<file path="src/rtl/mem_bus_arbiter_if.sv">
// rtl/mem_bus_arbiter_if.sv - IFU/LSU request-response and memory data port bundle
interface mem_bus_arbiter_if;
  logic        ifu_req_valid;
  logic        ifu_req_ready;
  logic [31:0] ifu_req_addr;
  logic        ifu_resp_valid;
  logic        ifu_resp_ready;
  logic [31:0] ifu_resp_data;
  logic        ifu_resp_err;

  logic        lsu_req_valid;
  logic        lsu_req_ready;
  logic        lsu_req_wen;
  logic [2:0]  lsu_req_rwtyp;
  logic [31:0] lsu_req_addr;
  logic [31:0] lsu_req_wdata;
  logic        lsu_resp_valid;
  logic        lsu_resp_ready;
  logic [31:0] lsu_resp_rdata;
  logic        lsu_resp_err;

  logic        mem_bus_wen;
  logic [2:0]  mem_bus_rwtyp;
  logic [31:0] mem_bus_addr;
  logic [31:0] mem_bus_wdata;
  logic [31:0] mem_bus_rdata;

  modport slave (
    input  ifu_req_valid, ifu_req_addr, ifu_resp_ready,
    input  lsu_req_valid, lsu_req_wen, lsu_req_rwtyp, lsu_req_addr, lsu_req_wdata, lsu_resp_ready,
    input  mem_bus_rdata,
    output ifu_req_ready, ifu_resp_valid, ifu_resp_data, ifu_resp_err,
    output lsu_req_ready, lsu_resp_valid, lsu_resp_rdata, lsu_resp_err,
    output mem_bus_wen, mem_bus_rwtyp, mem_bus_addr, mem_bus_wdata
  );

  modport master (
    output ifu_req_valid, ifu_req_addr, ifu_resp_ready,
    output lsu_req_valid, lsu_req_wen, lsu_req_rwtyp, lsu_req_addr, lsu_req_wdata, lsu_resp_ready,
    output mem_bus_rdata,
    input  ifu_req_ready, ifu_resp_valid, ifu_resp_data, ifu_resp_err,
    input  lsu_req_ready, lsu_resp_valid, lsu_resp_rdata, lsu_resp_err,
    input  mem_bus_wen, mem_bus_rwtyp, mem_bus_addr, mem_bus_wdata
  );
endinterface

</file>
<file path="src/rtl/mem_bus_arbiter.sv">
// rtl/mem_bus_arbiter.sv - round-robin IFU/LSU arbiter for a single-port memory
module mem_bus_arbiter (
  input  logic             clk,
  input  logic             rstn,
  mem_bus_arbiter_if.slave bus
);
  typedef enum logic [1:0] {IDLE = 2'd0, ACCESS = 2'd1, RESP = 2'd2} state_t;

  state_t      state, state_nxt;
  logic        prio_ifu;
  logic        own_ifu;
  logic        req_wen;
  logic [2:0]  req_rwtyp;
  logic [31:0] req_addr;
  logic [31:0] req_wdata;
  logic [31:0] resp_data;
  logic        resp_err;

  logic        grant_ifu, grant_lsu, accept, misaligned;
  logic        in_wen;
  logic [2:0]  in_rwtyp;
  logic [31:0] in_addr, in_wdata;
  logic [31:0] load_data;
  logic        resp_hs;

  // prio_ifu only breaks ties; a lone requester always wins
  always_comb begin
    grant_ifu = bus.ifu_req_valid && (!bus.lsu_req_valid || prio_ifu);
    grant_lsu = bus.lsu_req_valid && !grant_ifu;
    accept    = (state == IDLE) && (grant_ifu || grant_lsu);
    in_rwtyp  = grant_ifu ? 3'b010 : bus.lsu_req_rwtyp;
    in_addr   = grant_ifu ? bus.ifu_req_addr : bus.lsu_req_addr;
    in_wen    = grant_ifu ? 1'b0 : bus.lsu_req_wen;
    in_wdata  = grant_ifu ? 32'd0 : bus.lsu_req_wdata;
    misaligned = (in_rwtyp[1:0] == 2'b11) ||
                 ((in_rwtyp[1:0] == 2'b01) && in_addr[0]) ||
                 ((in_rwtyp[1:0] == 2'b10) && (in_addr[1:0] != 2'b00));
  end

  // memory returns LSB-aligned data; upper bits are replaced by the extension
  always_comb begin
    load_data = bus.mem_bus_rdata;
    case (req_rwtyp[1:0])
      2'b00:   load_data = {{24{!req_rwtyp[2] && bus.mem_bus_rdata[7]}}, bus.mem_bus_rdata[7:0]};
      2'b01:   load_data = {{16{!req_rwtyp[2] && bus.mem_bus_rdata[15]}}, bus.mem_bus_rdata[15:0]};
      default: load_data = bus.mem_bus_rdata;
    endcase
  end

  always_ff @(posedge clk or negedge rstn) begin
    if (!rstn) state <= IDLE;
    else       state <= state_nxt;
  end

  always_comb begin
    state_nxt = state;
    resp_hs   = 1'b0;
    case (state)
      IDLE:    if (accept) state_nxt = misaligned ? RESP : ACCESS;
      ACCESS:  state_nxt = RESP;
      RESP: begin
        resp_hs = own_ifu ? bus.ifu_resp_ready : bus.lsu_resp_ready;
        if (resp_hs) state_nxt = IDLE;
      end
      default: state_nxt = IDLE;
    endcase

    bus.ifu_req_ready  = (state == IDLE) && grant_ifu;
    bus.lsu_req_ready  = (state == IDLE) && grant_lsu;
    bus.ifu_resp_valid = (state == RESP) && own_ifu;
    bus.lsu_resp_valid = (state == RESP) && !own_ifu;
    bus.ifu_resp_data  = bus.ifu_resp_valid ? resp_data : 32'd0;
    bus.ifu_resp_err   = bus.ifu_resp_valid && resp_err;
    bus.lsu_resp_rdata = bus.lsu_resp_valid ? resp_data : 32'd0;
    bus.lsu_resp_err   = bus.lsu_resp_valid && resp_err;
    bus.mem_bus_wen    = (state == ACCESS) && req_wen;
  end

  assign bus.mem_bus_rwtyp = req_rwtyp;
  assign bus.mem_bus_addr  = req_addr;
  assign bus.mem_bus_wdata = req_wdata;

  always_ff @(posedge clk or negedge rstn) begin
    if (!rstn) begin
      prio_ifu  <= 1'b0;
      own_ifu   <= 1'b0;
      req_wen   <= 1'b0;
      req_rwtyp <= 3'd0;
      req_addr  <= 32'd0;
      req_wdata <= 32'd0;
      resp_data <= 32'd0;
      resp_err  <= 1'b0;
    end else if (accept) begin
      own_ifu   <= grant_ifu;
      prio_ifu  <= !grant_ifu;
      req_wen   <= in_wen;
      req_rwtyp <= in_rwtyp;
      req_addr  <= in_addr;
      req_wdata <= in_wdata;
      resp_err  <= misaligned;
      resp_data <= 32'd0;
    end else if (state == ACCESS) begin
      resp_data <= req_wen ? 32'd0 : load_data;
    end
  end
endmodule

</file>
<file path="src/flat_wrapper.sv">
// flat-port wrapper written by rule: the top's interface ports become plain ports
module mem_bus_arbiter_flat 
  (clk, rstn, bus_ifu_req_valid, bus_ifu_req_addr, bus_ifu_resp_ready, bus_lsu_req_valid, bus_lsu_req_wen, bus_lsu_req_rwtyp, bus_lsu_req_addr, bus_lsu_req_wdata, bus_lsu_resp_ready, bus_mem_bus_rdata, bus_ifu_req_ready, bus_ifu_resp_valid, bus_ifu_resp_data, bus_ifu_resp_err, bus_lsu_req_ready, bus_lsu_resp_valid, bus_lsu_resp_rdata, bus_lsu_resp_err, bus_mem_bus_wen, bus_mem_bus_rwtyp, bus_mem_bus_addr, bus_mem_bus_wdata);
  mem_bus_arbiter_if bus_i ();
  input  logic clk;
  input  logic rstn;
  input wire logic [$bits(bus_i.ifu_req_valid)-1:0] bus_ifu_req_valid;
  input wire logic [$bits(bus_i.ifu_req_addr)-1:0] bus_ifu_req_addr;
  input wire logic [$bits(bus_i.ifu_resp_ready)-1:0] bus_ifu_resp_ready;
  input wire logic [$bits(bus_i.lsu_req_valid)-1:0] bus_lsu_req_valid;
  input wire logic [$bits(bus_i.lsu_req_wen)-1:0] bus_lsu_req_wen;
  input wire logic [$bits(bus_i.lsu_req_rwtyp)-1:0] bus_lsu_req_rwtyp;
  input wire logic [$bits(bus_i.lsu_req_addr)-1:0] bus_lsu_req_addr;
  input wire logic [$bits(bus_i.lsu_req_wdata)-1:0] bus_lsu_req_wdata;
  input wire logic [$bits(bus_i.lsu_resp_ready)-1:0] bus_lsu_resp_ready;
  input wire logic [$bits(bus_i.mem_bus_rdata)-1:0] bus_mem_bus_rdata;
  output wire logic [$bits(bus_i.ifu_req_ready)-1:0] bus_ifu_req_ready;
  output wire logic [$bits(bus_i.ifu_resp_valid)-1:0] bus_ifu_resp_valid;
  output wire logic [$bits(bus_i.ifu_resp_data)-1:0] bus_ifu_resp_data;
  output wire logic [$bits(bus_i.ifu_resp_err)-1:0] bus_ifu_resp_err;
  output wire logic [$bits(bus_i.lsu_req_ready)-1:0] bus_lsu_req_ready;
  output wire logic [$bits(bus_i.lsu_resp_valid)-1:0] bus_lsu_resp_valid;
  output wire logic [$bits(bus_i.lsu_resp_rdata)-1:0] bus_lsu_resp_rdata;
  output wire logic [$bits(bus_i.lsu_resp_err)-1:0] bus_lsu_resp_err;
  output wire logic [$bits(bus_i.mem_bus_wen)-1:0] bus_mem_bus_wen;
  output wire logic [$bits(bus_i.mem_bus_rwtyp)-1:0] bus_mem_bus_rwtyp;
  output wire logic [$bits(bus_i.mem_bus_addr)-1:0] bus_mem_bus_addr;
  output wire logic [$bits(bus_i.mem_bus_wdata)-1:0] bus_mem_bus_wdata;
  assign bus_i.ifu_req_valid = bus_ifu_req_valid;
  assign bus_i.ifu_req_addr = bus_ifu_req_addr;
  assign bus_i.ifu_resp_ready = bus_ifu_resp_ready;
  assign bus_i.lsu_req_valid = bus_lsu_req_valid;
  assign bus_i.lsu_req_wen = bus_lsu_req_wen;
  assign bus_i.lsu_req_rwtyp = bus_lsu_req_rwtyp;
  assign bus_i.lsu_req_addr = bus_lsu_req_addr;
  assign bus_i.lsu_req_wdata = bus_lsu_req_wdata;
  assign bus_i.lsu_resp_ready = bus_lsu_resp_ready;
  assign bus_i.mem_bus_rdata = bus_mem_bus_rdata;
  assign bus_ifu_req_ready = bus_i.ifu_req_ready;
  assign bus_ifu_resp_valid = bus_i.ifu_resp_valid;
  assign bus_ifu_resp_data = bus_i.ifu_resp_data;
  assign bus_ifu_resp_err = bus_i.ifu_resp_err;
  assign bus_lsu_req_ready = bus_i.lsu_req_ready;
  assign bus_lsu_resp_valid = bus_i.lsu_resp_valid;
  assign bus_lsu_resp_rdata = bus_i.lsu_resp_rdata;
  assign bus_lsu_resp_err = bus_i.lsu_resp_err;
  assign bus_mem_bus_wen = bus_i.mem_bus_wen;
  assign bus_mem_bus_rwtyp = bus_i.mem_bus_rwtyp;
  assign bus_mem_bus_addr = bus_i.mem_bus_addr;
  assign bus_mem_bus_wdata = bus_i.mem_bus_wdata;
  mem_bus_arbiter u_core (.clk(clk), .rstn(rstn), .bus(bus_i));
endmodule
</file>
<file path="config.mk">
export PLATFORM = sky130hd
export DESIGN_NAME = mem_bus_arbiter_flat
export DESIGN_NICKNAME = d
export VERILOG_FILES = /design/src/rtl/mem_bus_arbiter_if.sv /design/src/rtl/mem_bus_arbiter.sv /design/src/flat_wrapper.sv
export SDC_FILE = /design/constraint.sdc
export NUM_CORES = 1
export LEC_CHECK = 0
export CAP_MARGIN = 15
export CORE_ASPECT_RATIO = 0.6
export CORE_MARGIN = 5
export CORE_UTILIZATION = 38
export DETAILED_ROUTE_END_ITERATION = 10
export PLACE_DENSITY_LB_ADDON = 0.08
export SYNTH_ARGS = -nofsm -noshare
export SYNTH_HDL_FRONTEND = slang
export SYNTH_SLANG_ARGS = --single-unit
</file>
<file path="constraint.sdc">
create_clock -name clk -period 2.3 [get_ports clk]
set_clock_uncertainty 0.2 [all_clocks]
set_input_delay 0.23 -clock clk [delete_from_list [all_inputs] [get_ports clk]]
set_output_delay 0.23 -clock clk [all_outputs]
set_load 0.02 [all_outputs]
</file>
==> results of run 1 <==
==> cells in the mapped netlist (3+ instances only) <==
cell,number
sky130_fd_sc_hd__a21boi_0,31
sky130_fd_sc_hd__a221o_1,30
sky130_fd_sc_hd__nor2_1,4
sky130_fd_sc_hd__o21ai_0,11
sky130_fd_sc_hd__clkbuf_1,18
sky130_fd_sc_hd__inv_1,5
sky130_fd_sc_hd__and2_1,67
sky130_fd_sc_hd__nand2b_1,19
sky130_fd_sc_hd__a32o_1,16
sky130_fd_sc_hd__a22o_1,51
sky130_fd_sc_hd__a21oi_1,5
sky130_fd_sc_hd__dfrtp_1,105
sky130_fd_sc_hd__buf_2,15
sky130_fd_sc_hd__nand2_1,9
sky130_fd_sc_hd__buf_6,3
==> metal layers <==
layer / wire length, um / part of all wire
met1: 6870 / 0.41
met2: 8190 / 0.49
met3: 1520 / 0.091
met4: 113 / 0.0068
met5: 0 / 0
==> cells by family (layout without fill, tap and decap cells) <==
| kind of cell | count (synthesis) | after routing | synth area share |
|---|---|---|---|
| flops | 105 | 105 | 0.547 |
| compound gates | 154 | 154 | 0.270 |
| buf+inv | 43 | 316 | 0.0429 |
| mux | 2 | 2 | 0.00442 |
| simple gates | 109 | 109 | 0.136 |
==> registers in the layout, indices dropped and copies added (netlist names) <==
signal,cells
u_core.resp_data,32
u_core.prio_ifu,1
u_core.bus.mem_bus_addr,32
u_core.resp_err,1
u_core.own_ifu,1
u_core.state,2
u_core.bus.mem_bus_wdata,32
u_core.bus.mem_bus_rwtyp,3
u_core.req_wen,1
==> worst paths after layout <==
| path | start | to | slack, ns | depth (start not counted) |
|---|---|---|---|---|
| worst max-delay path | u_core.state[1]$_DFFE_PN0P_ | bus_lsu_req_ready | 0.08 | 3 |
| worst min register to register | u_core.bus.mem_bus_wdata[4]$_DFFE_PN0N_ | u_core.bus.mem_bus_wdata[4]$_DFFE_PN0N_ | 0.30 | 1 |
| max in group asynchronous | rstn | u_core.bus.mem_bus_wdata[10]$_DFFE_PN0N_ | 1.09 | 3 |
| min in group clk | bus_lsu_req_rwtyp[1] | u_core.bus.mem_bus_rwtyp[1]$_DFFE_PN0N_ | 0.26 | 3 |
| worst max register to register | u_core.state[1]$_DFFE_PN0P_ | u_core.bus.mem_bus_addr[18]$_DFFE_PN0N_ | 0.24 | 5 |
| worst min-delay path | rstn | u_core.bus.mem_bus_addr[15]$_DFFE_PN0N_ | 0.22 | 2 |
==> final cells by class <==
type                    count  area, sq um  share of cell area
clock buffers              10          239              0.0296
inverters                   5         18.8             0.00233
repair buffers            295         2910               0.360
well taps                 165          206              0.0256
multi-input cells         265         1990               0.247
flip-flops and latches    105         2630               0.326
clock inverters             6         73.8             0.00916
==> power groups by stage <==
stage	Combinational [mW]	Sequential [mW]	Clock, mW
6_report	4.68	3.10	1.59
4_1_cts	4.73	3.10	1.64
3_5_place_dp	4.82	3.11	0
5_1_grt	5.01	3.20	1.72
3_3_place_gp	4.72	3.09	0
2_1_floorplan	1.91	3.65	0
==> stage by stage <==
stage | worst slack, ns | setup TNS, ns
floorplan | 0.424 | 0
global placement | -0.0697 | -0.0697
detailed placement | -0.0695 | -0.0695
CTS | 0.000410 | 0
global route | 0.00429 | 0
finish | 0.0790 | 0
==> repair_timing <==
action                                 CTS  global route
hold buffers                             1             0
resized for setup                       69            37
endpoints found under the hold margin   38             0
setup endpoints to repair               69            43
==> metrics.md, run 1 <==
| Metric | Value |
|---|---|
| Result of the run | finished, final reports clean |
| CP max FO | 5 |
| Number of distinct library cells after synthesis | 36 |
| Gate power share | 0.499 |
| Ranking of synthesized cells by area | sky130_fd_sc_hd__dfrtp_1 (55%), sky130_fd_sc_hd__a22o_1 (9.3%), sky130_fd_sc_hd__and2_1 (8.7%) |
| Final total power | 9.38 mW |
| CP max stage delay | 0.46 ns |
| Routability-driven placement congestion ratio | 0.830 |
| Clock latency at the later pin of the worst-skew pair | 0.34 ns |
| Vias per std cell | 5.20 |
| Worst-Margin Slew | 0.551 ns |
| Data arrival time of the critical path | 1.79 ns |
| Busiest grt layer | met2 |
| Dominant delay contributor by cell family on the critical path | simple AND/OR/NAND/NOR gates |
| Vias in the first global route | 4728 |
| Maximum ir drop on the vdd rail | 0.540 mV |
| Clock tree from TritonCTS | yes |
| I/O pin count | 276 |
| Clock-pin transition on the worst setup and hold timing paths | 0.07 ns |
| Number of synthesized flops with an enable pin | 0 |
| Number of cells in the finished layout apart from fillers | 851 |
| Required time of the critical path | 1.87 ns |
| Row count | 31 |
| DR DRC count | 0 |
| Power density over the cells | 1160 nW/um^2 |
| Die area | 15100 sq um |
| HPWL reported at the end of detailed placement | 12400 um |
| Average wire length per cell after detail routing | 19.6 um |
| Layout cell share with drive strength beyond 1 | 0.0700 |
| Number of nets produced by synthesis | 551 |
| Clock sinks | 105 |
| Slew Limit Fails | 0 |
| Synthesized area | 4810 sq um |
| Leakage component of the power | 3.69 nW |
| Crit path max-delay cell type | sky130_fd_sc_hd__or3b_1 |
| Cell accounting for the most synthesized area | sky130_fd_sc_hd__dfrtp_1 |
| CTS Buf Count | 9 |
| Post-layout min period | 2.22 ns |
| Worst hold path class | input port to asynchronous set/reset pin |
| First-pass iteration count of the detailed router | 4 |
| Most common cell after layout, fill and taps aside | sky130_fd_sc_hd__clkdlybuf4s50_1 |
| Fin. Hold Viols | 0 |
| Mean post-synth cell area | 11.6 sq um |
| Leftover overflow at the end of global routing | 0 |
| Global Route Usage Sum | 0.215 |
| Most used DFF post-synth | sky130_fd_sc_hd__dfrtp_1 |
| Total instance count after detailed placement | 834 |
| DIE WIDTH | 155 um |
| Commonest cells after routing, fill and taps aside | sky130_fd_sc_hd__clkdlybuf4s50_1 (204), sky130_fd_sc_hd__dfrtp_1 (105), sky130_fd_sc_hd__and2_1 (67), sky130_fd_sc_hd__a22o_1 (51), sky130_fd_sc_hd__dlygate4sd2_1 (39) |
| Vert. Die Dim | 97.1 um |
| Drt first-iter violations | 188 |
| Share of flip-flops with an asynchronous set or reset | 1.00 |
| Number of instances in the synthesized netlist | 413 |
| Clock root buffer | sky130_fd_sc_hd__clkbuf_16 |
| Count of input and output buffers | 275 |
| Internal power contribution | 5.75 mW |
| Layout area overhead | 67.7% |
| Clk buf depth | 2 |
| Switching share of power | 0.387 |
| Area of all placed cells without fillers | 8060 sq um |
| Global Route met2 Usage | 0.365 |
| Share of Yosys cell area claimed by the top area cell type | 0.547 |
| Warnings from Yosys | 0 |
| Maxcap violations | 0 |
| Sequential-to-total area share from yosys stat | 0.547 |
| Vias post-DR | 4429 |
| Antenna diode count | 0 |
| Depth of the CTS H-tree | 3 |
| Grt met3 use | 0.0774 |
| Postcts setup bufs | 0 |
| Worst path buffer plus inverter count | 1 |
| Type of the worst setup path | register to output pin |
| Worst slew slack as a fraction of its limit | 0.633 |
| Final core utilization | 0.660 |
| Starting utilization of the core area | 0.393 |
| Antenna-violating nets left | 0 |
| RSZ-0062 raised after global routing | false |
| Part of the power in the clock network | 0.170 |
| Post-route worst hold slack | 0.220 ns |
| Final net count | 819 |
| Met1 usage | 0.268 |
| Initial antenna violation count | 0 |
| Cell chain of the critical path | or3b_1 > a21oi_4 > dlygate4sd2_1 |
| Portion of total power attributed to sequential cells | 0.331 |
| Register bit count reported by yosys | 105 |
| Post-detailed-routing wire length | 16700 um |
| Sort of element at the end of the critical path | output pin |
| Achievable frequency | 450 MHz |
| Post-route fraction of the period consumed by the critical path | 0.966 |
| Largest net degree at the start of global routing | 41 |
| Placed cell areas | 7810 sq um |
| Number of fillers in the final layout | 978 |
| Startpoint Class | register |
| Number of setup violations in the final report | 0 |
| Switching pwr | 3.63 mW |
| Floorplan core area | 12200 sq um |
| First-pass GRT wire length | 26200 um |
(Power assumes the default switching activity.)
==> run 2: changes to the inputs <==
--- a/config.mk
+++ b/config.mk
@@ -5,6 +5,7 @@
 export SDC_FILE = /design/constraint.sdc
 export NUM_CORES = 1
 export LEC_CHECK = 0
+export ABC_AREA = 1
 export CAP_MARGIN = 15
 export CORE_ASPECT_RATIO = 0.6
 export CORE_MARGIN = 5
==> run 2 against run 1 <==
Effect of this change: synthesized cell count is 41% higher; sequential power fell by 3%; critical path depth grew 2; setup slack improved by 0.0052 ns; core utilization about the same; maximum frequency grew 0.23%; combinational power is 1% higher; routed wire length down 3.6%; via count up 7.3%; non-clock buffer count is 4 lower; critical path type unchanged; critical endpoint is now bus_lsu_resp_valid.
==> metrics.md, run 2 <==
| Metric | Value |
|---|---|
| Result of the run | finished, final reports clean (unchanged) |
| Number of distinct library cells after synthesis | 21 (was 36) |
| Starting utilization of the core area | 0.389 (was 0.393) |
| Crit path max-delay cell type | sky130_fd_sc_hd__clkdlybuf4s50_1 (was sky130_fd_sc_hd__or3b_1) |
| Layout area overhead | 69.6% (was 67.7%) |
| Post-detailed-routing wire length | 16100 um (was 16700 um) |
| Clock sinks | 105 (unchanged) |
| Worst slew slack as a fraction of its limit | 0.684 (was 0.633) |
| Commonest cells after routing, fill and taps aside | sky130_fd_sc_hd__clkdlybuf4s50_1 (205), sky130_fd_sc_hd__nand2_1 (198), sky130_fd_sc_hd__dfrtp_1 (105), sky130_fd_sc_hd__nor2_1 (85), sky130_fd_sc_hd__inv_1 (50) (was sky130_fd_sc_hd__clkdlybuf4s50_1 (204), sky130_fd_sc_hd__dfrtp_1 (105), sky130_fd_sc_hd__and2_1 (67), sky130_fd_sc_hd__a22o_1 (51), sky130_fd_sc_hd__dlygate4sd2_1 (39)) |
| Floorplan core area | 12100 sq um (was 12200 sq um) |
| Slew Limit Fails | 0 (unchanged) |
| Wire length on met1 | 6840 um (was 6870 um) |
| Most used DFF post-synth | sky130_fd_sc_hd__dfrtp_1 (unchanged) |
| CP max FO | 35 (was 5) |
| Achievable frequency | 451 MHz (was 450 MHz) |
| Warnings from Yosys | 0 (unchanged) |
| Ranking of synthesized cells by instance count | sky130_fd_sc_hd__nand2_1 (198), sky130_fd_sc_hd__dfrtp_1 (105), sky130_fd_sc_hd__nor2_1 (86) (was sky130_fd_sc_hd__dfrtp_1 (105), sky130_fd_sc_hd__and2_1 (67), sky130_fd_sc_hd__a22o_1 (51)) |
| Max Used Layer | met4 (unchanged) |
| Fin. Hold Viols | 0 (unchanged) |
| Layout cell share with drive strength beyond 1 | 0.0606 (was 0.0700) |
| Clock root buffer | sky130_fd_sc_hd__clkbuf_16 (unchanged) |
| Switching pwr | 3.80 mW (was 3.63 mW) |
| Required time of the critical path | 1.87 ns (about the same) |
| Depth of the CTS H-tree | 3 (unchanged) |
| First-pass GRT wire length | 25000 um (was 26200 um) |
| Die area | 14700 sq um (was 15100 sq um) |
| Largest net degree at the start of global routing | 64 (was 41) |
| Post-route fraction of the period consumed by the critical path | 0.963 (was 0.966) |
| Cell accounting for the most synthesized area | sky130_fd_sc_hd__dfrtp_1 (unchanged) |
| Detailed route wirelength on metal2 | 7560 um (was 8190 um) |
| Postcts setup bufs | 0 (unchanged) |
| Vias per std cell | 4.65 (was 5.20) |
| Number of setup violations in the final report | 0 (unchanged) |
| Post-layout min period | 2.22 ns (about the same) |
| Global Route Usage Sum | 0.213 (was 0.215) |
| Worst hold path class | input port to asynchronous set/reset pin (unchanged) |
| Clk buf depth | 2 (unchanged) |
| Number of synthesized flops with an enable pin | 0 (unchanged) |
| Vert. Die Dim | 96.1 um (was 97.1 um) |
| Origin of the worst setup path | u_core.state[0]$_DFFE_PN0P_ (was u_core.state[1]$_DFFE_PN0P_) |
| Clock latency at the later pin of the worst-skew pair | 0.34 ns (about the same) |
| Gate power share | 0.514 (was 0.499) |
| Number of instances in the synthesized netlist | 581 (was 413) |
| Sequential-to-total area share from yosys stat | 0.560 (was 0.547) |
| Maximum ir drop on the vdd rail | 0.753 mV (was 0.540 mV) |
| Mean post-synth cell area | 8.08 sq um (was 11.6 sq um) |
| Register bit count reported by yosys | 105 (unchanged) |
| Row count | 31 (unchanged) |
| Clock-pin transition on the worst setup and hold timing paths | 0.06 ns (was 0.07 ns) |
| Leakage component of the power | 4.20 nW (was 3.69 nW) |
| Dominant cell by count in the synthesized netlist | sky130_fd_sc_hd__nand2_1 (was sky130_fd_sc_hd__dfrtp_1) |
| Antenna-violating nets left | 0 (unchanged) |
| Type of the worst setup path | register to output pin (unchanged) |
| Setup_tns | 0 ns (unchanged) |
| Ranking of synthesized cells by area | sky130_fd_sc_hd__dfrtp_1 (56%), sky130_fd_sc_hd__nand2_1 (16%), sky130_fd_sc_hd__nor2_1 (6.9%) (was sky130_fd_sc_hd__dfrtp_1 (55%), sky130_fd_sc_hd__a22o_1 (9.3%), sky130_fd_sc_hd__and2_1 (8.7%)) |
| Internal power contribution | 5.42 mW (was 5.75 mW) |
| Startpoint Class | register (unchanged) |
| Final net count | 993 (was 819) |
| Vias post-DR | 4752 (was 4429) |
| Sort of element at the end of the critical path | output pin (unchanged) |
| First-pass iteration count of the detailed router | 4 (unchanged) |
| Maxcap violations | 0 (unchanged) |
| Portion of total power attributed to sequential cells | 0.326 (was 0.331) |
| Clock tree from TritonCTS | yes (unchanged) |
| Average wire length per cell after detail routing | 15.7 um (was 19.6 um) |
| Power density over the cells | 1160 nW/um^2 (about the same) |
| I/O pin count | 276 (unchanged) |
| Vias in the first global route | 4831 (was 4728) |
| Part of the power in the clock network | 0.160 (was 0.170) |
| Area of all placed cells without fillers | 7960 sq um (was 8060 sq um) |
| CP max stage delay | 0.59 ns (was 0.46 ns) |
| Worst reg2reg startpoint | u_core.prio_ifu$_DFFE_PN0N_ (was u_core.state[1]$_DFFE_PN0P_) |
| Most common cell after layout, fill and taps aside | sky130_fd_sc_hd__clkdlybuf4s50_1 (unchanged) |
| Share of flip-flops with an asynchronous set or reset | 1.00 (unchanged) |
| HPWL reported at the end of detailed placement | 12300 um (was 12400 um) |
| DR DRC count | 0 (unchanged) |
| Antenna diode count | 0 (unchanged) |
| Routability-driven placement congestion ratio | 0.816 (was 0.830) |
| Synthesized area | 4690 sq um (was 4810 sq um) |
| DIE WIDTH | 153 um (was 155 um) |
| Placed cell areas | 7650 sq um (was 7810 sq um) |
| Share of Yosys cell area claimed by the top area cell type | 0.560 (was 0.547) |
| Cell chain of the critical path | inv_2 > nand3_1 > buf_12 > inv_1 > clkdlybuf4s50_1 (was or3b_1 > a21oi_4 > dlygate4sd2_1) |
| Worst-Margin Slew | 0.474 ns (was 0.551 ns) |
| Drt first-iter violations | 168 (was 188) |
| Number of nets produced by synthesis | 719 (was 551) |
| Data arrival time of the critical path | 1.79 ns (about the same) |
| Leftover overflow at the end of global routing | 0 (unchanged) |
| CTS Buf Count | 9 (unchanged) |
| Count of input and output buffers | 275 (unchanged) |
| Switching share of power | 0.412 (was 0.387) |
| Initial antenna violation count | 0 (unchanged) |
| Met3 Routed Length | 1430 um (was 1520 um) |
## run 2: area by class of cell
class / instances / area [sq um]
multi-input combinational: 394 / 1700
inverter: 54 / 205
fill: 1039 / 4110
timing repair buffer: 291 / 2930
tap: 165 / 206
sequential: 105 / 2630
clock inverter: 5 / 58.8
clock buffer: 9 / 225
## run 2: cell families after synthesis
group / share of synthesized area
AND/OR/NAND/NOR: 0.296
flip-flops: 0.560
buffers and inverters: 0.0787
AO/OA/AOI/OAI: 0.0651
## run 2: metal layers
metal,track usage,vias to the layer above
li1,-,2348
met1,0.269,2199
met2,0.348,186
met3,0.0858,19
met4,0.0529,0
met5,0,-
## run 2: what timing repair did
action,in CTS,in global routing
hold endpoints to repair,105,0
pin swaps,0,0
resized for setup,47,25
setup endpoints to repair,22,24
hold buffers,1,0
## run 2: power groups by stage
stage	logic (mW)	registers [mW]	clock network (mW)
floorplan	1.93	3.63	0
global placement	4.73	2.99	0
detailed placement	4.82	3.02	0
CTS	4.79	3.00	1.52
global route	5.17	3.09	1.60
finish	4.74	3.00	1.48
## run 2: metrics by stage
| stage | utilization | setup WS, ns | total power [mW] | hold slack (ns) | cells |
|---|---|---|---|---|---|
| 5_1_grt | 0.660 | -0.00192 | 9.86 | 0.117 | 1023 |
| 4_1_cts | 0.654 | 0.000207 | 9.32 | 0.102 | 1023 |
| 3_3_place_gp | 0.634 | 0.0558 | 7.72 | -0.0696 | 1008 |
| 3_5_place_dp | 0.634 | -0.0461 | 7.84 | -0.0680 | 1008 |
| 2_1_floorplan | - | 0.713 | 5.57 | -0.266 | 581 |
| 6_report | 0.660 | 0.0841 | 9.22 | 0.106 | 1023 |
## run 2: worst paths after layout
path / endpoint / slack [ns] / depth (start not counted)
min: u_core.resp_data[3]$_DFFE_PN0P_ / 0.11 / 2
max: bus_lsu_resp_valid / 0.08 / 5
max in group asynchronous: u_core.bus.mem_bus_wdata[9]$_DFFE_PN0N_ / 1.18 / 3
min reg2reg: u_core.bus.mem_bus_wdata[22]$_DFFE_PN0N_ / 0.28 / 2
max reg2reg: u_core.bus.mem_bus_addr[23]$_DFFE_PN0N_ / 0.24 / 9
min in group clk: u_core.bus.mem_bus_wdata[6]$_DFFE_PN0N_ / 0.22 / 3
## run 2: critical path, delay by kind of cell (launching register included)
family        cells  cell delay (ns)
flops             1             0.41
buf+inv           4             0.93
simple gates      1             0.11
